===== config.mk =====
export PLATFORM = sky130hd
export DESIGN_NAME = target_lut_rw
export DESIGN_NICKNAME = d
export VERILOG_FILES = /design/src/rtl/tlut_pkg.sv /design/src/rtl/tlut_mem.sv /design/src/rtl/target_lut_rw.sv
export SDC_FILE = /design/constraint.sdc
export NUM_CORES = 1
export LEC_CHECK = 0
export BUFFER_PORTS_ARGS = -buffer_cell sky130_fd_sc_hd__buf_4
export CAP_MARGIN = 15
export CELL_PAD_IN_SITES_DETAIL_PLACEMENT = 0
export CELL_PAD_IN_SITES_GLOBAL_PLACEMENT = 2
export CORE_ASPECT_RATIO = 0.9
export CORE_UTILIZATION = 35
export DETAILED_ROUTE_END_ITERATION = 16
export GPL_TIMING_DRIVEN = 0
export PLACE_DENSITY = 0.7
export SYNTH_ARGS = -nofsm -noshare
export SYNTH_HDL_FRONTEND = slang
export SYNTH_SLANG_ARGS = --single-unit

===== constraint.sdc =====
create_clock -name Clk -period 5.9 [get_ports Clk]
set_input_delay 0.295 -clock Clk [delete_from_list [all_inputs] [get_ports Clk]]
set_output_delay 0.295 -clock Clk [all_outputs]
set_load 0.02 [all_outputs]

===== src/rtl/tlut_pkg.sv =====
// Shared types and constants for the programmable branch/jump target table.
package tlut_pkg;

  typedef enum logic {
    INIT,
    RUN
  } state_e;

  localparam int unsigned REL_STEP = 1;

endpackage


===== src/rtl/tlut_mem.sv =====
// Target table storage: one write port, one combinational read port and a
// per-entry synchronous clear of the valid bit.
module tlut_mem #(
  parameter int DEPTH  = 64,
  parameter int ADDR_W = $clog2(DEPTH),
  parameter int W      = 10
) (
  input  logic              clk_i,
  input  logic              clrEn_i,
  input  logic [ADDR_W-1:0] clrAddr_i,
  input  logic              wrEn_i,
  input  logic [ADDR_W-1:0] wrAddr_i,
  input  logic              wrRel_i,
  input  logic [W-1:0]      wrValue_i,
  input  logic [ADDR_W-1:0] rdAddr_i,
  output logic              rdValid_o,
  output logic              rdRel_o,
  output logic [W-1:0]      rdValue_o
);

  logic         validMem_q [DEPTH];
  logic         relMem_q   [DEPTH];
  logic [W-1:0] valueMem_q [DEPTH];

  // Only the valid bit is cleared; stale rel/value bits are harmless once invalid.
  always_ff @(posedge clk_i) begin
    if (clrEn_i) begin
      validMem_q[clrAddr_i] <= 1'b0;
    end
    if (wrEn_i) begin
      validMem_q[wrAddr_i] <= 1'b1;
      relMem_q[wrAddr_i]   <= wrRel_i;
      valueMem_q[wrAddr_i] <= wrValue_i;
    end
  end

  assign rdValid_o = validMem_q[rdAddr_i];
  assign rdRel_o   = relMem_q[rdAddr_i];
  assign rdValue_o = valueMem_q[rdAddr_i];

endmodule


===== src/rtl/target_lut_rw.sv =====
// Run-time programmable target table for fetch: init/flush sequencer, write-first
// bypass, shared target adder and registered one-cycle lookup result.
module target_lut_rw
  import tlut_pkg::*;
#(
  parameter  int PC_width = 10,
  parameter  int DEPTH    = 64,
  localparam int ADDR_W   = $clog2(DEPTH)
) (
  input  logic                Clk,
  input  logic                Reset,
  input  logic                Flush,
  input  logic                WrEn,
  input  logic [ADDR_W-1:0]   WrAddr,
  input  logic [PC_width-1:0] WrData,
  input  logic                WrRel,
  input  logic                RdEn,
  input  logic [ADDR_W-1:0]   Addr,
  input  logic [PC_width-1:0] PC,
  output logic                Ready,
  output logic [PC_width-1:0] Target,
  output logic                TargetValid,
  output logic                Hit
);

  typedef struct packed {
    logic                valid;
    logic                rel;
    logic [PC_width-1:0] value;
  } entry_t;

  state_e              state_q, state_d;
  logic [ADDR_W-1:0]   idx_q, idx_d;
  logic [PC_width-1:0] target_q, target_d;
  logic                targetValid_q, targetValid_d;
  logic                hit_q, hit_d;

  logic                run;
  logic                wrAccept;
  logic                rdAccept;
  entry_t              memEntry;
  entry_t              rdEntry;
  logic [PC_width-1:0] addOperand;
  logic [PC_width-1:0] addSum;

  assign run      = (state_q == RUN);
  assign wrAccept = run & WrEn & ~Flush;
  assign rdAccept = run & RdEn;

  tlut_mem #(
    .DEPTH (DEPTH),
    .ADDR_W(ADDR_W),
    .W     (PC_width)
  ) u_mem (
    .clk_i    (Clk),
    .clrEn_i  (~run),
    .clrAddr_i(idx_q),
    .wrEn_i   (wrAccept),
    .wrAddr_i (WrAddr),
    .wrRel_i  (WrRel),
    .wrValue_i(WrData),
    .rdAddr_i (Addr),
    .rdValid_o(memEntry.valid),
    .rdRel_o  (memEntry.rel),
    .rdValue_o(memEntry.value)
  );

  // A same-cycle write to the looked-up entry wins over the stored contents.
  assign rdEntry = (wrAccept && (WrAddr == Addr)) ? entry_t'{1'b1, WrRel, WrData} : memEntry;

  // One adder serves both relative hits (PC + offset) and misses (PC + 1).
  assign addOperand = (rdEntry.valid && rdEntry.rel) ? rdEntry.value : PC_width'(REL_STEP);
  assign addSum     = PC + addOperand;

  always_comb begin
    state_d       = state_q;
    idx_d         = idx_q;
    target_d      = target_q;
    hit_d         = hit_q;
    targetValid_d = 1'b0;

    case (state_q)
      INIT: begin
        if (idx_q == ADDR_W'(DEPTH - 1)) begin
          state_d = RUN;
          idx_d   = '0;
        end else begin
          idx_d = idx_q + 1'b1;
        end
      end
      RUN: begin
        if (Flush) begin
          state_d = INIT;
          idx_d   = '0;
        end
      end
      default: begin
        state_d = INIT;
        idx_d   = '0;
      end
    endcase

    // A lookup accepted alongside Flush still sees the pre-flush contents.
    if (rdAccept) begin
      targetValid_d = 1'b1;
      hit_d         = rdEntry.valid;
      target_d      = (rdEntry.valid && !rdEntry.rel) ? rdEntry.value : addSum;
    end
  end

  always_ff @(posedge Clk or posedge Reset) begin
    if (Reset) begin
      state_q       <= INIT;
      idx_q         <= '0;
      target_q      <= '0;
      targetValid_q <= 1'b0;
      hit_q         <= 1'b0;
    end else begin
      state_q       <= state_d;
      idx_q         <= idx_d;
      target_q      <= target_d;
      targetValid_q <= targetValid_d;
      hit_q         <= hit_d;
    end
  end

  assign Ready       = run;
  assign Target      = target_q;
  assign TargetValid = targetValid_q;
  assign Hit         = hit_q;

endmodule


==> impl_summary.txt, run 1 <==
----------------------------------------------------
[Clock tree]
  Max H-tree Level ... 3
  CTS tree ... built
  Number of buffers added by the clock tree synthesis step ... 79
  Clk_lat worst skew ... 620 ps
  Clk slew on worst S/H paths ... 70 ps
  Buffers from clock root to sink, at most ... 3
  Buffer cell driving the clock tree root ... clkbuf_16
  Total clock sinks ... 787
  Setup bufs post-CTS ... 0

[Critical path]
  Kind of start point of the critical path ... input port
  Type of element capturing the critical path ... flop
  Crit-path cells ... clkbuf_1 -> buf_2 -> buf_4 -> clkbuf_2 -> mux4_2 -> mux4_2 -> mux4_2 -> mux2i_1 -> nand3_1 -> ha_1 -> fa_1 -> a21o_1 -> a21oi_1 -> nor2b_1 -> o21a_1 -> o41a_1 -> xnor2_1 -> mux2_2 -> o21ai_0
  Number of buffers and inverters on the critical path ... 4
  Maximum cell stage delay along the critical path ... 540 ps
  Largest delay contributor family on the critical path ... multiplexers
  Critical path required time ... 6440 ps
  Cell seen most often among critical-path stages ... mux4_2
  Setup slack of the most critical reg-to-reg path ... 640 ps
  Crit-path max FO ... 10
  Category of the most critical setup path ... in2reg
  Standard cell with the maximum stage delay on the critical path ... mux4_2
  Worst EP arrival ... 6050 ps

[Global route]
  Initial antenna violation count ... 1
  Via count of the first global-routing pass ... 16503
  Largest net degree at the start of global routing ... 66
  Global-route wire length before repair ... 122000 µm
  Residual overflow from global routing ... 0
  Overall fraction of global-route tracks in use ... 0.1888

[STA]
  Worst rel slew slack ... 0.2773
  Highest clock frequency the design can meet ... 181.7 MHz
  Ratio of final minimum period to clock period ... 0.9329
  Hold Vio Cnt, Final ... 0
  Time the worst path needs with I/O delays and setup ... 5504 ps
  Transition time of the tightest slew-check pin ... 1084 ps
  Count of final setup violators ... 0
  Clock Skew ... 22.33 ps
  Worst path setup slack after routing ... 396.0 ps
  Worst Hold Slack ... 165.7 ps
  Total count of max-transition violations in the final report ... 0
  Setup repair after global routing missed its margin ... false

[Min path]
  Tightest Hold Check Type ... in2reg

[Power]
  P_leak ... 11.70 nW
  Total power draw ... 12.28 mW
  Power density over cell area ... 334.4 nW/µm²
  Worst vdd ir ... 0.0002066 V

[Final layout]
  Synthesis-to-layout area growth ... 15.53%
  Total of fill cells in the finished design ... 7790
  Multi-input combinational cell area ... 7800 µm²
  Sequential cell area ... 23540 µm²
  Net count reported at finish ... 1766
  Fraction of layout instances using a drive strength above 1 ... 0.2807

[Detailed routing]
  Drt wl/cell ... 29.23 µm
  Vias per cell ... 5.531
  Iteration count of the initial detailed-routing pass ... 5
  Remaining number of nets flagged by the antenna check after routing ... 0
  Iteration-0 DRC count of the detailed router ... 2235
  # DRC ... 0
  Total length of routed wires ... 86060 µm
  Vias ... 16282

[Synthesis]
  Leading register cell type out of synthesis ... edfxtp_1
  Post-synthesis sequential area ratio ... 0.7404
  Average size of a mapped cell ... 20.63 µm²
  Net count of the mapped netlist ... 1590
  Post-synthesis cell type count ... 55
  Area of the mapped netlist ... 31790 µm²
  YS warnings ... 0
  Count of state elements after synthesis ... 787
  Share of synthesized registers carrying an async set or reset ... 0.02414
  Instance count of the mapped netlist ... 1541
  EDFF count, synth ... 768

[Die]
  Core outline area ... 89660 µm²
  Die area ... 92040 µm²
  Placement Rows ... 104
  Starting utilization of the core area ... 0.3546
  Ports placed on the boundary ... 51
  Height of the chip ... 287.9 µm
  Die boundary width ... 319.7 µm

[Place]
  Pre-CTS WS ... -1063 ps
  Quantity of I/O buffers inserted on ports ... 42
  Placed wire-length estimate ... 58550 µm
  Final weighted congestion of routability-driven global placement ... 0.8607

[Run]
  Number of maximum-capacitance constraint violations ... 0

[Run status]
  Run status ... complete, no violations

----------------------------------------------------
-- where the power goes --
group / internal (mW) / switching [mW] / leakage, nW / total [mW]
combinational: 0.403 / 0.684 / 3.34 / 1.09
sequential: 6.20 / 0.0522 / 7.15 / 6.26
clock: 2.83 / 2.11 / 1.21 / 4.94
total: 9.43 / 2.85 / 11.7 / 12.3
-- cell usage in the layout (no fill, tap or decap), drive strengths merged, types with 3 or more instances in the layout --
master	count
a21oi	12
a311oi	3
and2	4
and3	5
buf	142
bufinv	7
clkbuf	127
clkinv	26
clkinvlp	5
dfrtp	19
diode	4
edfxtp	768
ha	10
inv	14
mux2	14
mux2i	24
mux4	232
nand2	73
nand2b	6
nand3	18
nand3b	10
nand4	6
nor2	150
nor2b	9
nor3	7
o211ai	3
o21a	5
o21ai	23
o31ai	5
or3	3
xnor2	5
xor2	9
-- per-layer routing --
metal	track usage	vias to the layer above	routed length (µm)
met5	0	-	0
met4	0.05313	0	2262
met3	0.05044	131	7739
met2	0.2888	710	39340
met1	0.2655	8708	36720
li1	-	6733	-
-- area by class of cell --
cell class / instances / area share
Buffer: 79 / 0.01322
Clock inverter: 41 / 0.01131
Timing Repair Buffer: 96 / 0.02432
Multi-Input combinational cell: 663 / 0.2124
Inverter: 11 / 0.001124
Tap cell: 1166 / 0.03972
Antenna cell: 4 / 0.0002725
Sequential cell: 787 / 0.6408
Clock buffer: 97 / 0.05682
-- cell families after synthesis --
group | share of synthesized area
xor gates and xnor gates | 0.003857
buffers and inverters | 0.01614
DFF | 0.7404
AOI/OAI and AO/OA | 0.01504
muxes | 0.1798
and+or+nand+nor | 0.04018
adders and majority gates | 0.004566
-- path summary, 6_finish.rpt --
| path | from | end | cells past startpoint |
|---|---|---|---|
| max | Addr[1] | Target[8] | 19 |
| min in group asynchronous | Reset | Target[5] | 3 |
| min reg2reg | Target[4] | Target[4] | 2 |
| max in group asynchronous | Reset | idx_q[5] | 3 |
| min | RdEn | TargetValid | 3 |
| max reg2reg | Ready | Target[9] | 14 |
-- worst register-to-register path, cell delays in order, from the launching register on --
cell and delay, ps:
dfrtp_1 450, nand3b_1 330, nor3_1 740, nand2_1 320
and3_1 300, a21oi_1 440, nand2_1 350, nor2_1 170
ha_1 280, o21a_1 230, a2111oi_1 620, nor3_1 190
a311oi_2 450, o31ai_1 110, o31ai_1 190
-- cell usage after synthesis, drive strengths merged (7+ instances only) --
master | number | area, µm²
nand2 | 73 | 274.0
clkbuf | 30 | 116.4
o21ai | 23 | 115.1
xor2 | 9 | 78.83
nor2 | 150 | 563.0
nor3 | 7 | 35.03
dfrtp | 19 | 475.5
inv | 11 | 41.29
mux2i | 24 | 240.2
nand3 | 18 | 90.09
nor2b | 9 | 56.30
buf | 50 | 355.3
mux4 | 232 | 5315
mux2 | 14 | 161.4
nand3b | 10 | 75.07
edfxtp | 768 | 23060
a21oi | 12 | 60.06
ha | 10 | 125.1
-- state kept, by name, indices dropped and copies added, names as in the netlist --
name	cells
Hit	1
Ready	1
Target	10
TargetValid	1
idx_q	6
u_mem.relMem_q	64
u_mem.validMem_q	64
u_mem.valueMem_q	640
-- per-stage QoR --
step | instance area, µm² | instances | TNS, ps | utilization
after global placement | 33560 | 2749 | -2714 | 0.3744
after global routing | 36720 | 2940 | 0 | 0.4096
final | 36730 | 2944 | 0 | 0.4097
after floorplan | 31790 | 1541 | 0 | -
after CTS | 36690 | 2937 | 0 | 0.4092
after detailed placement | 34150 | 2798 | -2642 | 0.3809
-- timing repair --
item,CTS,global route
endpoints found under the hold margin,22,0
gates resized for setup,7,7
setup endpoints to repair,1,1
hold buffers,2,0
No activity file was read; power rests on OpenSTA's default activity.
==> run 2, diff against run 1 <==
--- a/config.mk
+++ b/config.mk
@@ -5,6 +5,7 @@
 export SDC_FILE = /design/constraint.sdc
 export NUM_CORES = 1
 export LEC_CHECK = 0
+export ABC_AREA = 1
 export BUFFER_PORTS_ARGS = -buffer_cell sky130_fd_sc_hd__buf_4
 export CAP_MARGIN = 15
 export CELL_PAD_IN_SITES_DETAIL_PLACEMENT = 0
@@ -13,7 +14,7 @@
 export CORE_UTILIZATION = 35
 export DETAILED_ROUTE_END_ITERATION = 16
 export GPL_TIMING_DRIVEN = 0
-export PLACE_DENSITY = 0.7
+export PLACE_DENSITY = 0.77
 export SYNTH_ARGS = -nofsm -noshare
 export SYNTH_HDL_FRONTEND = slang
 export SYNTH_SLANG_ARGS = --single-unit
==> run 2 against run 1 <==
Against the previous run:
- register-to-register slack better by 1200 ps
- global-route usage is 6.8 points higher
- clock skew is 7.5 ps higher
- sequential cell count stayed put
- design area is 6.7% higher
- fmax is 23% higher
- routed wire length is 44% higher
- synthesized area is 4.6% higher
- critical path type unchanged
- highest routed layer is now met5
==> impl_summary.txt, run 2 <==
----------------------------------------------------
[Clock tree]
  Number of gates resized after CTS ... 0 (was 7)
  CTS tree ... built (unchanged)
  Number of buffers added by the clock tree synthesis step ... 83 (was 79)
  Clk_lat worst skew ... 670 ps (was 620 ps)
  Buffer cell driving the clock tree root ... clkbuf_16 (unchanged)
  Number of hold-repair buffers added at the cts stage ... 2 (unchanged)
  Setup bufs post-CTS ... 0 (unchanged)
  Buffers from clock root to sink, at most ... 3 (unchanged)
  Total clock sinks ... 787 (unchanged)
  Max H-tree Level ... 3 (unchanged)
  Clk slew on worst S/H paths ... 60 ps (was 70 ps)

[Detailed routing]
  Vias per cell ... 5.513 (was 5.531)
  Iteration-0 DRC count of the detailed router ... 2977 (was 2235)
  Vias ... 24510 (was 16282)
  Drt wl/cell ... 27.95 µm (was 29.23 µm)
  Total length of routed wires ... 124300 µm (was 86060 µm)
  Iteration count of the initial detailed-routing pass ... 5 (unchanged)
  Remaining number of nets flagged by the antenna check after routing ... 0 (unchanged)
  # DRC ... 0 (unchanged)

[STA]
  Worst rel slew slack ... 0.1342 (was 0.2773)
  Transition time of the tightest slew-check pin ... 1299 ps (was 1084 ps)
  Count of final setup violators ... 0 (unchanged)
  Total Neg Setup Slack ... 0 ps (unchanged)
  Clock Skew ... 29.88 ps (was 22.33 ps)
  Highest clock frequency the design can meet ... 224.0 MHz (was 181.7 MHz)
  Ratio of final minimum period to clock period ... 0.7567 (was 0.9329)
  Worst Hold Slack ... 69.99 ps (was 165.7 ps)
  Hold Vio Cnt, Final ... 0 (unchanged)
  Setup repair after global routing missed its margin ... false (unchanged)
  Worst path setup slack after routing ... 1436 ps (was 396.0 ps)
  Total count of max-transition violations in the final report ... 0 (unchanged)
  Time the worst path needs with I/O delays and setup ... 4464 ps (was 5504 ps)

[Place]
  Final weighted congestion of routability-driven global placement ... 0.8851 (was 0.8607)
  Placed wire-length estimate ... 83970 µm (was 58550 µm)
  Pre-CTS WS ... 873.7 ps (was -1063 ps)
  Quantity of I/O buffers inserted on ports ... 45 (was 42)

[Die]
  Core outline area ... 93500 µm² (was 89660 µm²)
  Die boundary width ... 326.9 µm (was 319.7 µm)
  Die area ... 96240 µm² (was 92040 µm²)
  Starting utilization of the core area ... 0.3556 (was 0.3546)
  Ports placed on the boundary ... 51 (unchanged)
  Height of the chip ... 294.4 µm (was 287.9 µm)
  Placement Rows ... 106 (was 104)

[Critical path]
  Worst EP arrival ... 5010 ps (was 6050 ps)
  Kind of start point of the critical path ... input port (unchanged)
  Category of the most critical setup path ... in2reg (unchanged)
  Crit-path max FO ... 10 (unchanged)
  Type of element capturing the critical path ... flop (unchanged)
  Launch point of the critical path ... Addr[2] (was Addr[1])
  Worst flop-to-flop path startpoint ... Ready (unchanged)
  Critical path required time ... 6450 ps (was 6440 ps)

[Run]
  Number of maximum-capacitance constraint violations ... 0 (unchanged)

[Synthesis]
  Main combinational cell family by area after synthesis ... simple AND/OR/NAND/NOR gates (was multiplexers)
  Compound-cell area share of the yosys netlist ... 0.01080 (was 0.01503)
  Post-synthesis cell type count ... 37 (was 55)
  Leading register cell type out of synthesis ... edfxtp_1 (unchanged)
  Instance count of the mapped netlist ... 2945 (was 1541)
  Top cell types by occurrence after synthesis ... nand2_1, edfxtp_1, nand3_1 (was edfxtp_1, mux4_2, nor2_1)
  Area of the mapped netlist ... 33250 µm² (was 31790 µm²)
  YS warnings ... 0 (unchanged)
  Post-synth top area share ... 0.6936 (was 0.7254)
  Most area-hungry cell type in the Yosys netlist ... edfxtp_1 (unchanged)
  Share of synthesized registers carrying an async set or reset ... 0.02414 (unchanged)
  Fraction of the mapped netlist area in adder cells ... 0.004365 (was 0.004565)
  Count of state elements after synthesis ... 787 (unchanged)
  Average size of a mapped cell ... 11.29 µm² (was 20.63 µm²)
  Xor/xnor cell area share of the yosys netlist ... 0.002897 (was 0.003857)
  Multiplexer share of the synthesized area ... 0 (was 0.1798)
  Net count of the mapped netlist ... 2994 (was 1590)
  Fraction of the mapped netlist area in simple logic gates ... 0.2393 (was 0.04018)
  Most instantiated library cell after synthesis ... nand2_1 (was edfxtp_1)
  Post-synthesis sequential area ratio ... 0.7079 (was 0.7404)
  Top cells by area in the synthesized netlist ... edfxtp_1, nand2_1, nand3_1 (was edfxtp_1, mux4_2, mux4_1)
  EDFF count, synth ... 768 (unchanged)

[Final layout]
  Fraction of layout instances using a drive strength above 1 ... 0.1436 (was 0.2807)
  Total of fill cells in the finished design ... 8769 (was 7790)
  Register name with the most flops ... u_mem.valueMem_q (unchanged)
  Synthesis-to-layout area growth ... 17.81% (was 15.53%)
  Registers with the highest flip-flop counts ... u_mem.valueMem_q (640), u_mem.relMem_q (64), u_mem.validMem_q (64) (unchanged)
  Most frequent standard cell in the layout excluding fill and tap cells ... nand2_1 (was edfxtp_1)
  Net count reported at finish ... 3185 (was 1766)
  Most used cells in the layout excluding fill and tap cells ... nand2_1, edfxtp_1, nand3_1 (was edfxtp_1, mux4_2, nor2_1)
  Number of flip-flops under the largest register name ... 640 (unchanged)

[Global route]
  Residual overflow from global routing ... 0 (unchanged)
  Largest net degree at the start of global routing ... 69 (was 66)
  Initial antenna violation count ... 5 (was 1)
  Overall fraction of global-route tracks in use ... 0.2567 (was 0.1888)
  Global-route wire length before repair ... 173700 µm (was 122000 µm)
  Via count of the first global-routing pass ... 23013 (was 16503)

[Power]
  P_leak ... 14.24 nW (was 11.70 nW)
  Worst vdd ir ... 0.0002268 V (was 0.0002066 V)
  Total power draw ... 13.03 mW (was 12.28 mW)
  Power density over cell area ... 332.6 nW/µm² (was 334.4 nW/µm²)

[Run status]
  Run status ... complete, no violations (unchanged)

[Min path]
  Tightest Hold Check Type ... in2reg (unchanged)
  Startpoint of the most critical hold path ... RdEn (unchanged)

----------------------------------------------------
## run 2: layer usage
layer | share of wire | vias up | track usage
met3 | 0.099 | 267 | 0.05876
met4 | 0.044 | 8 | 0.1043
met5 | 0.00047 | - | 0.001011
met2 | 0.44 | 1273 | 0.3883
li1 | - | 10749 | -
met1 | 0.42 | 12213 | 0.3555
## run 2: final timing paths
kind | endpoint | slack (ps) | depth (start not counted)
setup / recovery | Target[9] | 1440 | 24
hold / removal | Hit | 70 | 4
setup reg to reg | Target[8] | 1840 | 23
hold reg to reg | Target[3] | 490 | 2
max in group asynchronous | Target[1] | 5070 | 3
min in group asynchronous | Target[4] | 340 | 3
## run 2: cell families (layout without fill, tap and decap cells)
| family | after synthesis | after routing |
|---|---|---|
| AO/OA/AOI/OAI | 63 | 63 |
| XOR/XNOR | 11 | 11 |
| adder cells (fa/ha/maj) | 11 | 11 |
| buffers and inverters | 220 | 478 |
| flip-flops | 787 | 787 |
| other | 0 | 1 |
| AND/OR/NAND/NOR | 1853 | 1853 |
## run 2: report_power, final
group / switching [mW] / leakage, nW / internal (mW)
Clock: 2.26 / 1.30 / 3.02
Combinational: 1.08 / 5.78 / 0.379
Sequential: 0.0489 / 7.16 / 6.24
## run 2: cell type report
class,instances,area (µm²),area share
multi-input combinational,1938,8768,0.2238
clock inverter,50,504.2,0.01287
antenna,1,2.502,0.00006388
clock buffer,102,2170,0.05539
timing repair buffer,106,1480,0.03779
sequential,787,23540,0.6009
inverter,47,178.9,0.004568
tap,1242,1554,0.03967
buffer,173,977.2,0.02495
## run 2: through the flow
step | instances | util | cell area, µm²
2_1_floorplan | 2945 | - | 33250
3_3_place_gp | 4232 | 0.3759 | 35140
3_5_place_dp | 4291 | 0.3901 | 36480
4_1_cts | 4445 | 0.4189 | 39170
5_1_grt | 4445 | 0.4189 | 39170
6_report | 4446 | 0.4189 | 39170
## run 2: critical path, stage by stage
cell and delay [ps]:
buf_2 150, inv_2 190, clkbuf_1 930, buf_2 540
nand2_1 100, nand2_1 310, nand2_1 130, nand3_1 140
nand3_1 90, nand2_1 190, nand2_1 70, o21ai_1 130
nor2_1 90, ha_1 350, inv_1 90, nor4_1 430
nand3_1 120, nand4_1 160, xnor2_1 130, inv_1 70
nand2_1 60, nand2_1 50, nand3_1 90, nand2_1 60
